**src/rtl/multicycle_ctrl.sv**
```systemverilog
// Control FSM for the multi-cycle MIPS datapath with a shared ALU and a shared memory.
// It steps each instruction through its states, stalls on mem_ready_i, and counts retirements.
module multicycle_ctrl #(
  parameter int CNT_W = 32
) (
  input  logic             clk_i,
  input  logic             rst_i,
  input  logic [5:0]       instr_op_i,
  input  logic             mem_ready_i,
  output logic             PCWrite_o,
  output logic             PCWriteCond_o,
  output logic [1:0]       PCSrc_o,
  output logic             IorD_o,
  output logic             MemRead_o,
  output logic             MemWrite_o,
  output logic             IRWrite_o,
  output logic             RegDst_o,
  output logic             RegWrite_o,
  output logic             MemtoReg_o,
  output logic             ALUSrcA_o,
  output logic [1:0]       ALUSrcB_o,
  output logic [2:0]       ALU_op_o,
  output logic             instr_done_o,
  output logic             illegal_o,
  output logic [CNT_W-1:0] retired_cnt_o
);

  localparam logic [3:0] S_IDLE   = 4'd0;
  localparam logic [3:0] S_FETCH  = 4'd1;
  localparam logic [3:0] S_DECODE = 4'd2;
  localparam logic [3:0] S_MEMADR = 4'd3;
  localparam logic [3:0] S_MEMRD  = 4'd4;
  localparam logic [3:0] S_MEMWB  = 4'd5;
  localparam logic [3:0] S_MEMWR  = 4'd6;
  localparam logic [3:0] S_EXEC   = 4'd7;
  localparam logic [3:0] S_RWB    = 4'd8;
  localparam logic [3:0] S_IEXEC  = 4'd9;
  localparam logic [3:0] S_IWB    = 4'd10;
  localparam logic [3:0] S_BRANCH = 4'd11;

  localparam logic [5:0] OP_R    = 6'b000000;
  localparam logic [5:0] OP_BEQ  = 6'b000100;
  localparam logic [5:0] OP_ADDI = 6'b001000;
  localparam logic [5:0] OP_SLTI = 6'b001010;
  localparam logic [5:0] OP_LW   = 6'b100011;
  localparam logic [5:0] OP_SW   = 6'b101011;

  localparam logic [2:0] ALU_ADD   = 3'b000;
  localparam logic [2:0] ALU_SUB   = 3'b001;
  localparam logic [2:0] ALU_SLT   = 3'b010;
  localparam logic [2:0] ALU_FUNCT = 3'b100;

  logic [3:0]       state_q;
  logic [3:0]       state_next;
  logic [5:0]       op_q;
  logic [CNT_W-1:0] cnt_q;
  logic             retire;

  function automatic logic op_legal(input logic [5:0] op);
    case (op)
      OP_R, OP_BEQ, OP_ADDI, OP_SLTI, OP_LW, OP_SW: op_legal = 1'b1;
      default:                                      op_legal = 1'b0;
    endcase
  endfunction

  function automatic logic [3:0] decode_target(input logic [5:0] op);
    case (op)
      OP_LW, OP_SW:     decode_target = S_MEMADR;
      OP_R:             decode_target = S_EXEC;
      OP_ADDI, OP_SLTI: decode_target = S_IEXEC;
      OP_BEQ:           decode_target = S_BRANCH;
      default:          decode_target = S_FETCH;
    endcase
  endfunction

  always_comb begin
    state_next = state_q;
    case (state_q)
      S_IDLE:   state_next = S_FETCH;
      S_FETCH:  if (mem_ready_i) state_next = S_DECODE;
      S_DECODE: state_next = decode_target(instr_op_i);
      S_MEMADR: state_next = (op_q == OP_LW) ? S_MEMRD : S_MEMWR;
      S_MEMRD:  if (mem_ready_i) state_next = S_MEMWB;
      S_MEMWB:  state_next = S_FETCH;
      S_MEMWR:  if (mem_ready_i) state_next = S_FETCH;
      S_EXEC:   state_next = S_RWB;
      S_RWB:    state_next = S_FETCH;
      S_IEXEC:  state_next = S_IWB;
      S_IWB:    state_next = S_FETCH;
      S_BRANCH: state_next = S_FETCH;
      default:  state_next = S_IDLE;
    endcase
  end

  // A store retires in the cycle its write completes; every other retiring state is unconditional.
  always_comb begin
    case (state_q)
      S_MEMWB, S_RWB, S_IWB, S_BRANCH: retire = 1'b1;
      S_MEMWR:                         retire = mem_ready_i;
      default:                         retire = 1'b0;
    endcase
  end

  always_ff @(posedge clk_i or negedge rst_i) begin
    if (!rst_i) begin
      state_q <= S_IDLE;
      op_q    <= '0;
      cnt_q   <= '0;
    end else begin
      state_q <= state_next;
      if (state_q == S_DECODE) op_q <= instr_op_i;
      if (retire) cnt_q <= cnt_q + 1'b1;
    end
  end

  always_comb begin
    PCWrite_o     = 1'b0;
    PCWriteCond_o = 1'b0;
    PCSrc_o       = 2'b00;
    IorD_o        = 1'b0;
    MemRead_o     = 1'b0;
    MemWrite_o    = 1'b0;
    IRWrite_o     = 1'b0;
    RegDst_o      = 1'b0;
    RegWrite_o    = 1'b0;
    MemtoReg_o    = 1'b0;
    ALUSrcA_o     = 1'b0;
    ALUSrcB_o     = 2'b00;
    ALU_op_o      = ALU_ADD;
    illegal_o     = 1'b0;
    case (state_q)
      S_FETCH: begin
        MemRead_o = 1'b1;
        ALUSrcB_o = 2'b01;
        IRWrite_o = mem_ready_i;
        PCWrite_o = mem_ready_i;
      end
      // op_q is not loaded yet, so the illegal check looks at the live IR opcode.
      S_DECODE: begin
        ALUSrcB_o = 2'b11;
        illegal_o = ~op_legal(instr_op_i);
      end
      S_MEMADR: begin
        ALUSrcA_o = 1'b1;
        ALUSrcB_o = 2'b10;
      end
      S_MEMRD: begin
        MemRead_o = 1'b1;
        IorD_o    = 1'b1;
      end
      S_MEMWB: begin
        RegWrite_o = 1'b1;
        MemtoReg_o = 1'b1;
      end
      S_MEMWR: begin
        MemWrite_o = 1'b1;
        IorD_o     = 1'b1;
      end
      S_EXEC: begin
        ALUSrcA_o = 1'b1;
        ALU_op_o  = ALU_FUNCT;
      end
      S_RWB: begin
        RegWrite_o = 1'b1;
        RegDst_o   = 1'b1;
      end
      S_IEXEC: begin
        ALUSrcA_o = 1'b1;
        ALUSrcB_o = 2'b10;
        ALU_op_o  = (op_q == OP_SLTI) ? ALU_SLT : ALU_ADD;
      end
      S_IWB: begin
        RegWrite_o = 1'b1;
      end
      S_BRANCH: begin
        ALUSrcA_o     = 1'b1;
        ALU_op_o      = ALU_SUB;
        PCWriteCond_o = 1'b1;
        PCSrc_o       = 2'b01;
      end
      default: begin
      end
    endcase
  end

  assign instr_done_o  = retire;
  assign retired_cnt_o = cnt_q;

endmodule
```
**config.mk**
```make
export PLATFORM = sky130hd
export DESIGN_NAME = multicycle_ctrl
export DESIGN_NICKNAME = d
export VERILOG_FILES = /design/src/rtl/multicycle_ctrl.sv
export SDC_FILE = /design/constraint.sdc
export NUM_CORES = 1
export LEC_CHECK = 0
export ABC_AREA = 1
export CORE_MARGIN = 2
export CORE_UTILIZATION = 24
export CTS_CLUSTER_DIAMETER = 40
export CTS_CLUSTER_SIZE = 10
export DETAILED_ROUTE_END_ITERATION = 6
export GPL_TIMING_DRIVEN = 0
export PLACE_DENSITY = 0.46
export SETUP_SLACK_MARGIN = 0.02
export SYNTH_ARGS = -nofsm -noshare
export SYNTH_HDL_FRONTEND = slang
export SYNTH_SLANG_ARGS = --single-unit
```
**constraint.sdc**
```tcl
create_clock -name clk_i -period 1.6 [get_ports clk_i]
set_input_delay 0.4 -clock clk_i [delete_from_list [all_inputs] [get_ports clk_i]]
set_output_delay 0.4 -clock clk_i [all_outputs]
set_load 0.05 [all_outputs]
```
==> Word-level counts from Yosys, hierarchy flattened <==
Index checks and enable logic that the tools add are counted.
{ "totals": {"regBits": 42, "elab_cells": 62} }
{ "op_classes": {"add_sub_neg": 1, "n_eq_ne": 21, "mux": 23, "n_bitwise": 1, "n_reduce_logical": 13} }
{ "op_table": {"columns": ["cell", "n"], "rows": [
  ["$add A32 B1 Y32 const B", 1],
  ["$pmux W4 S8", 1],
  ["$eq A6 B4 Y1 const B", 3],
  ["$eq A6 B6 Y1 const B", 3],
  ["$eq A4 B3 Y1 const B", 4],
  ["$eq A4 B4 Y1 const B", 4],
  ["$pmux W4 S4", 1],
  ["$mux W1", 13],
  ["$mux W4", 3],
  ["$reduce_or A2 Y1", 5],
  ["$pmux W3 S3", 1],
  ["$eq A4 B2 Y1 const B", 2],
  ["$reduce_or A4 Y1", 2],
  ["$eq A6 B3 Y1 const B", 1],
  ["$logic_not A6 Y1", 1],
  ["$ne A2 B2 Y1 const B", 3],
  ["$pmux W2 S3", 1],
  ["$reduce_or A6 Y1", 1],
  ["$reduce_or A5 Y1", 1],
  ["$eq A4 B1 Y1 const B", 1],
  ["$logic_not A4 Y1", 1],
  ["$mux W2", 2],
  ["$reduce_and A3 Y1", 1],
  ["$reduce_or A3 Y1", 1],
  ["other kinds (2)", 2]
]} }

==> Depth between registers and ports, before layout <==
Gate-level depths: netlist of run 1.
{ "logic_depth": {"word_depth": 6, "depth_mapped": 10, "ltp_nobuf": 10} }

==> Worst setup path before layout of run 1 <==
No wires, ideal clock.
{ "synth_timing": {"kind": "flip-flop to output port", "start": "register state_q[1]", "end": "output port ALU_op_o[1]", "arrival_ps": 2384, "t_required_ps": 1200, "path_slack_ps": -1184, "stages_incl_launch_ff": 6, "cell_sequence": "dfrtp_1 inv_1 nand2_1 nor2_1 nand2_1 nor4b_1"} }
{ "synth_via": {"elab_chain_len": 2} }
{ "synth_rtl": {"columns": ["item", "line_no", "text"], "rows": [
  ["start: declaration", "53", "logic [3:0] state_q;"],
  ["start signal: assignment", "110", "state_q <= state_next;"],
  ["$eq A4 B4 Y1 or $eq A4 B3 Y1 (tied branches)", "131", "case (state_q)"],
  ["$pmux W3 S3 *", "131", null],
  ["end: declaration", "22", "output logic [2:0] ALU_op_o,"]
]} }
Mark *: on every way between the ends. The rest lies on a longest branch, timed or not.

==> Worst setup path in the final report of run 1 <==
{ "layout_timing": {"start": "register state_q[2]", "end": "output port instr_done_o"} }
{ "layout_via": {"elab_chain_len": 3} }
{ "layout_rtl": {"columns": ["item", "line_no", "text"], "rows": [
  ["$eq A4 B4 Y1 or $eq A4 B3 Y1 (tied branches)", "97", "case (state_q)"],
  ["$reduce_or A4 Y1", "97", null],
  ["$pmux W1 S2 *", "97", null],
  ["end: declaration", "23", "output logic instr_done_o,"]
]} }
Marked as above.

==> metrics.md, run 1 <==
| Metric | Value |
|---|---|
| Outcome | finished, violations left |
| Failing checks | negative setup slack |
| Post-synthesis sequential area ratio | 0.388 |
| Skew final | 0.00993 ns |
| RSZ-0062 raised after global routing | true |
| Worst-skew pair later-pin latency | 0.29 ns |
| Final critical-path share of the clock period | 1.25 |
| Fin nets | 510 |
| Synth Net Count | 415 |
| Largest family of logic cells by synthesized area | simple AND/OR/NAND/NOR gates |
| P&R area growth vs syn | 61.6% |
| Crit path max-delay cell type | dfrtp_1 |
| Gr ovfl total | 0 |
| Synth Area in Compound Gates | 0.0254 |
| Share of cells above drive strength 1 | 0.359 |
| Crit-path cells | inv_2 > nand2_4 > buf_4 > nor2_4 > nor2_4 > nand3_4 > buf_12 > buf_12 |
| Most used flip-flop cell after synthesis | dfrtp_1 |
| Starting Density | 0.247 |
| Number of H-tree levels | 2 |
| Die area | 12100 um^2 |
| Pre-antenna DRT Iters | 4 |
| Fin Hold WS | 0.0575 ns |
| Drt total wl | 8.26 mm |
| Critical Path Start Type | flip-flop |
| Asr flop ratio synth | 1.00 |
| Clock sinks | 42 |
| Global-route wire length before repair | 12.7 mm |
| Crit path capture type | primary output |
| CTS buffer count | 5 |
| Wire per inst | 12.9 um |
| Gate count of the mapped netlist | 405 |
| Core Footprint | 10900 um^2 |
| GPL Wtd Cong | 0.830 |
| FMAX | 499 MHz |
| Final worst slack | -0.402 ns |
| YS warnings | 0 |
| Number of global-route vias before repair | 2658 |
| Post-Synth Simple-Gate Area | 0.438 |
| VDD IR max | 1100 uV |
| Post-synthesis mux area share | 0 |
| CP arrival | 1.60 ns |
| Synth Area in Adders | 0.00462 |
| Required time of the critical path | 1.20 ns |
| Critical Path Fanout Max | 8 |
| Hold buffer count at cts | 0 |
| Pin count of the biggest net entering global routing | 28 |
| Initial antenna violation count | 0 |
| Post-synth EDFFs | 0 |
| Number of remaining DRC errors | 0 |
| Die width | 110 um |
| Mapped Area | 2710 um^2 |
| PwrDens | 1390 nW/um^2 |
| CTS clk-pin slew, worst paths | 0.07 ns |
| Final hold violation count | 0 |
| Kind of critical path | flip-flop to primary output |
| Final setup vio count | 31 |
| Antenna viol nets, final | 0 |
| Clock buffer depth | 2 |
| Vias per cell | 4.39 |
| Yosys reg bits | 42 |
| CTS tree | yes |
| I/O Buffers | 58 |
| Leakage | 1.87 nW |
| Diodes inserted | 0 |
| Post-Synth XOR/XNOR Area | 0.0546 |
| Synthesized area per cell | 6.68 um^2 |
| Vias | 2814 |
| Pre-CTS setup slack | -1.06 ns |
| Slowest stage delay, CP | 0.42 ns |
| IO Pins | 60 |
| Period minus WS final | 2.00 ns |
| Gr usage total | 0.135 |
| Pins Over Slew Limit | 0 |
| Rows | 38 |
| HP Class | input pin to asynchronous set/reset pin |
| First-iteration detailed-routing DRC count | 87 |
| Die height | 110 um |
| Post-synthesis cell type count | 30 |
| Hpwl dp | 5.95 mm |
| Maxcap violations | 0 |
| Final Total Pwr | 6.08 mW |
| Root buffer cell | clkbuf_16 |
==> layout make-up <==
| class | instances | area [um^2] |
|---|---|---|
| inverters | 45 | 195 |
| repair buffers | 88 | 1010 |
| multi-input cells | 311 | 1690 |
| plain buffers | 7 | 100 |
| clock buffers | 8 | 136 |
| well taps | 140 | 175 |
| fillers | 1153 | 6560 |
| flip-flops and latches | 42 | 1070 |
==> logic make-up after synthesis <==
logic type,Yosys count
compound gates,12
xor+xnor,16
fa+ha+maj,1
buf+inv,52
flops,42
other cells,1
simple gates,281
==> report_power, final <==
| part | total, mW | internal [mW] | switching [mW] | leakage [nW] |
|---|---|---|---|---|
| clock | 1.00 | 0.582 | 0.421 | 0.0652 |
| sequential | 1.50 | 1.26 | 0.248 | 0.541 |
| combinational | 3.57 | 1.54 | 2.03 | 1.26 |
| total | 6.08 | 3.38 | 2.70 | 1.87 |
==> cell usage after synthesis (3+ instances only) <==
cell     instances  area [um^2]
buf_4            5         37.5
inv_1           43          161
nor2_1          61          229
xor2_1           6         52.6
nor3b_1          3         22.5
nand4_1         11         68.8
o21ai_0          4         20.0
xnor2_1          9         78.8
dfrtp_1         42         1050
nand2_1        163          612
nand2_2          9         56.3
nand3_1         26          130
==> through the flow <==
step	setup TNS, ns	instance area, um^2	utilization	instances
final	-4.40	4370	0.400	641
after global routing	-7.31	4370	0.400	641
after CTS	-3.99	3940	0.361	624
after detailed placement	-15.87	3610	0.330	604
after global placement	-66.90	3600	0.329	603
after floorplan	-0.634	2840	-	405
==> worst max-delay path: cells and delay by family (launching register included) <==
| family | cells | cell delay (ns) |
|---|---|---|
| flops | 1 | 0.42 |
| buf+inv | 4 | 0.56 |
| simple gates | 4 | 0.34 |
==> timing repair <==
| item | 4_1_cts | 5_1_grt |
|---|---|---|
| pin swaps | 6 | 17 |
| cloned | 0 | 3 |
| resized for setup | 236 | 81 |
| setup buffers | 12 | 14 |
| setup endpoints to repair | 51 | 49 |
==> per-layer routing <==
metal,GRT usage,vias up,share of wire
li1,-,1450,-
met5,0,-,0
met2,0.245,62,0.50
met3,0.0294,15,0.049
met4,0.0348,0,0.023
met1,0.162,1287,0.43
==> state kept, by name (all words and copies together) (netlist names) <==
signal,flops
retired_cnt_o,32
op_q,6
state_q,4
==> cell usage in the layout, fill, tap and decap left out, types with 13 or more instances in the layout <==
master,n
inv_1,29
buf_8,16
buf_4,22
nand2_1,149
dfrtp_1,27
nor2_1,41
clkdlybuf4s15_2,30
nand2_2,13
dfrtp_2,15
nand3_1,23
==> path summary, 6_finish.rpt <==
path	startpoint	end	slack (ns)	depth (start not counted)
max reg2reg	state_q[2]	retired_cnt_o[23]	-0.03	11
min reg2reg	op_q[3]	op_q[3]	0.49	2
min in group clk_i	instr_op_i[0]	op_q[0]	0.47	3
max	state_q[2]	instr_done_o	-0.40	8
max in group asynchronous	rst_i	retired_cnt_o[15]	1.03	2
min	rst_i	retired_cnt_o[3]	0.06	1
No activity file was read; power rests on OpenSTA's default activity.
==> run 2, diff against run 1 <==
CORE_ASPECT_RATIO = 1.2   (was unset)
PLACE_DENSITY = 0.48   (was 0.46)
==> run 2 against run 1 <==
  * The flow still finishes with violations (negative setup slack)
  * Sequential power is essentially flat
  * Wire length grew 0.39%
  * Core utilization grew 0.54 points
  * Via count grew 0.14%
  * Cell area grew 2.3%
  * Critical path type unchanged
  * Critical endpoint is now PCWrite_o
  * Highest routed layer unchanged
==> metrics.md, run 2 (synthesis gave the netlist of run 1 again) <==
| Metric | Value |
|---|---|
| Pre-antenna DRT Iters | 4 (unchanged) |
| Maxcap violations | 0 (unchanged) |
| CTS clk-pin slew, worst paths | 0.06 ns (was 0.07 ns) |
| Critical Path Fanout Max | 4 (was 8) |
| RSZ-0062 raised after global routing | true (unchanged) |
| CTS tree | yes (unchanged) |
| Skew final | 0.00390 ns (was 0.00993 ns) |
| Flop2flop setup slack | 0.02 ns (was -0.03 ns) |
| Root buffer cell | clkbuf_16 (unchanged) |
| Required time of the critical path | 1.20 ns (about the same) |
| I/O Buffers | 58 (unchanged) |
| IO Pins | 60 (unchanged) |
| CP arrival | 1.61 ns (was 1.60 ns) |
| Gr ovfl total | 0 (unchanged) |
| Fin cells | 635 (was 641) |
| Gr usage total | 0.137 (was 0.135) |
| GPL Wtd Cong | 0.857 (was 0.830) |
| Antenna viol nets, final | 0 (unchanged) |
| Clock sinks | 42 (unchanged) |
| Pin count of the biggest net entering global routing | 30 (was 28) |
| Final setup vio count | 18 (was 31) |
| Int Pwr | 3.50 mW (was 3.38 mW) |
| Final worst slack | -0.405 ns (was -0.402 ns) |
| Diodes inserted | 0 (unchanged) |
| Leakage | 1.87 nW (about the same) |
| P_sw | 2.75 mW (was 2.70 mW) |
| Fin util | 0.405 (was 0.400) |
| HP Class | input pin to asynchronous set/reset pin (unchanged) |
| Hpwl dp | 6.02 mm (was 5.95 mm) |
| Final hold violation count | 0 (unchanged) |
| Period minus WS final | 2.01 ns (was 2.00 ns) |
| Worst r2r src | state_q[2] (unchanged) |
| PwrDens | 1400 nW/um^2 (was 1390 nW/um^2) |
| Share of power burned in registers | 0.241 (was 0.248) |
| Critical Path Start Type | flip-flop (unchanged) |
| Hold buffer count at cts | 0 (unchanged) |
| Vias | 2818 (was 2814) |
| VDD IR max | 1690 uV (was 1100 uV) |
| Crit-path cells | buf_6 > nor2_4 > buf_12 > nand2_8 > nor2_4 > buf_6 > buf_8 (was inv_2 > nand2_4 > buf_4 > nor2_4 > nor2_4 > nand3_4 > buf_12 > buf_12) |
| Vias per cell | 4.44 (was 4.39) |
| Fin nets | 512 (was 510) |
| Core Footprint | 11000 um^2 (was 10900 um^2) |
| Rows | 42 (was 38) |
| Most frequent cells in the layout | nand2_1 (148), nor2_1 (41), inv_1 (31) (was nand2_1 (149), nor2_1 (41), clkdlybuf4s15_2 (30)) |
| Commonest non-fill, non-tap cell in the layout | nand2_1 (unchanged) |
| Crit path max-delay cell type | dfrtp_2 (was dfrtp_1) |
| FMAX | 499 MHz (about the same) |
| Clock buffer depth | 2 (unchanged) |
| Global-route wire length before repair | 13.3 mm (was 12.7 mm) |
| Max reg flops | 32 (unchanged) |
| Final critical-path share of the clock period | 1.25 (about the same) |
| Kind of critical path | flip-flop to primary output (unchanged) |
| Pre-CTS setup slack | -1.08 ns (was -1.06 ns) |
| Slowest stage delay, CP | 0.45 ns (was 0.42 ns) |
| Share of cells above drive strength 1 | 0.376 (was 0.359) |
| Number of global-route vias before repair | 2799 (was 2658) |
| Critical R2R Capture | retired_cnt_o[11] (was retired_cnt_o[23]) |
| Crit path capture type | primary output (unchanged) |
| Die area | 12100 um^2 (about the same) |
| Pins Over Slew Limit | 0 (unchanged) |
| Die width | 101 um (was 110 um) |
| R2R depth | 10 (was 11) |
| Sw frac | 0.440 (was 0.444) |
| Die height | 120 um (was 110 um) |
| First-iteration detailed-routing DRC count | 93 (was 87) |
| Initial antenna violation count | 0 (unchanged) |
| Starting Density | 0.245 (was 0.247) |
| Combinational Power Share | 0.594 (was 0.587) |
| Number of H-tree levels | 2 (unchanged) |
| Wire per inst | 13.1 um (was 12.9 um) |
| Failing checks | negative setup slack (unchanged) |
| Number of remaining DRC errors | 0 (unchanged) |
| Worst-skew pair later-pin latency | 0.28 ns (was 0.29 ns) |
| Outcome | finished, violations left (unchanged) |
| Drt total wl | 8.29 mm (was 8.26 mm) |
| P&R area growth vs syn | 65.3% (was 61.6%) |
| Clock Power Share | 0.165 (about the same) |
| Placed Instances | 596 (was 604) |
| CTS buffer count | 5 (unchanged) |
## run 2: power groups by stage
stage,Sequential (mW),Combinational (mW),Clock [mW]
after floorplan,1.66,1.59,0
after global placement,1.49,2.49,0
after detailed placement,1.49,2.50,0
after CTS,1.48,2.87,1.06
after global routing,1.54,3.94,1.10
final,1.51,3.71,1.03
## run 2: worst max-delay path by stage
stage | slack [ns] | endpoint | start
floorplan | -0.24 | ALU_op_o[1] | state_q[2]
global placement | -1.31 | retired_cnt_o[15] | rst_i
detailed placement | -1.08 | illegal_o | instr_op_i[5]
CTS | -0.40 | ALU_op_o[1] | state_q[2]
global route | -0.48 | PCWrite_o | state_q[2]
finish | -0.41 | PCWrite_o | state_q[2]
## run 2: timing repair
item / 4_1_cts / 5_1_grt
buffers inserted: 15 / 15
pin swaps: 6 / 23
gates resized for setup: 248 / 87
endpoints found under the setup margin: 51 / 52
gates cloned: 0 / 2
## run 2: routing by layer
layer	global-route usage	wire length (um)	vias to the layer above
met4	0.0355	158	0
met3	0.0260	355	10
li1	-	-	1443
met1	0.156	3380	1296
met2	0.259	4400	69
met5	0	0	-
## run 2: layout make-up
cell class,instances,area [um^2]
sequential,42,1070
clock inverter,1,5.00
timing repair buffer,90,1060
clock buffer,7,143
multi-input combinational,311,1730
inverter,45,200
tap,132,165
buffer,7,100
fill,1158,6560
## run 2: critical path, delay by kind of cell (launching register included)
| kind | cells | cell delay [ns] |
|---|---|---|
| buffers and inverters | 4 | 0.52 |
| DFF | 1 | 0.45 |
| and+or+nand+nor | 3 | 0.35 |
## run 2: metrics by stage
stage          area, um^2  setup TNS [ns]  hold slack, ns  power (mW)
6_report             4470           -4.66          0.0322        6.25
2_1_floorplan        2840          -0.634           0.104        3.25
3_5_place_dp         3600          -16.20           0.340        3.99
5_1_grt              4470           -6.38          0.0584        6.58
4_1_cts              4000           -5.82          0.0386        5.41
3_3_place_gp         3590          -66.01           0.473        3.98
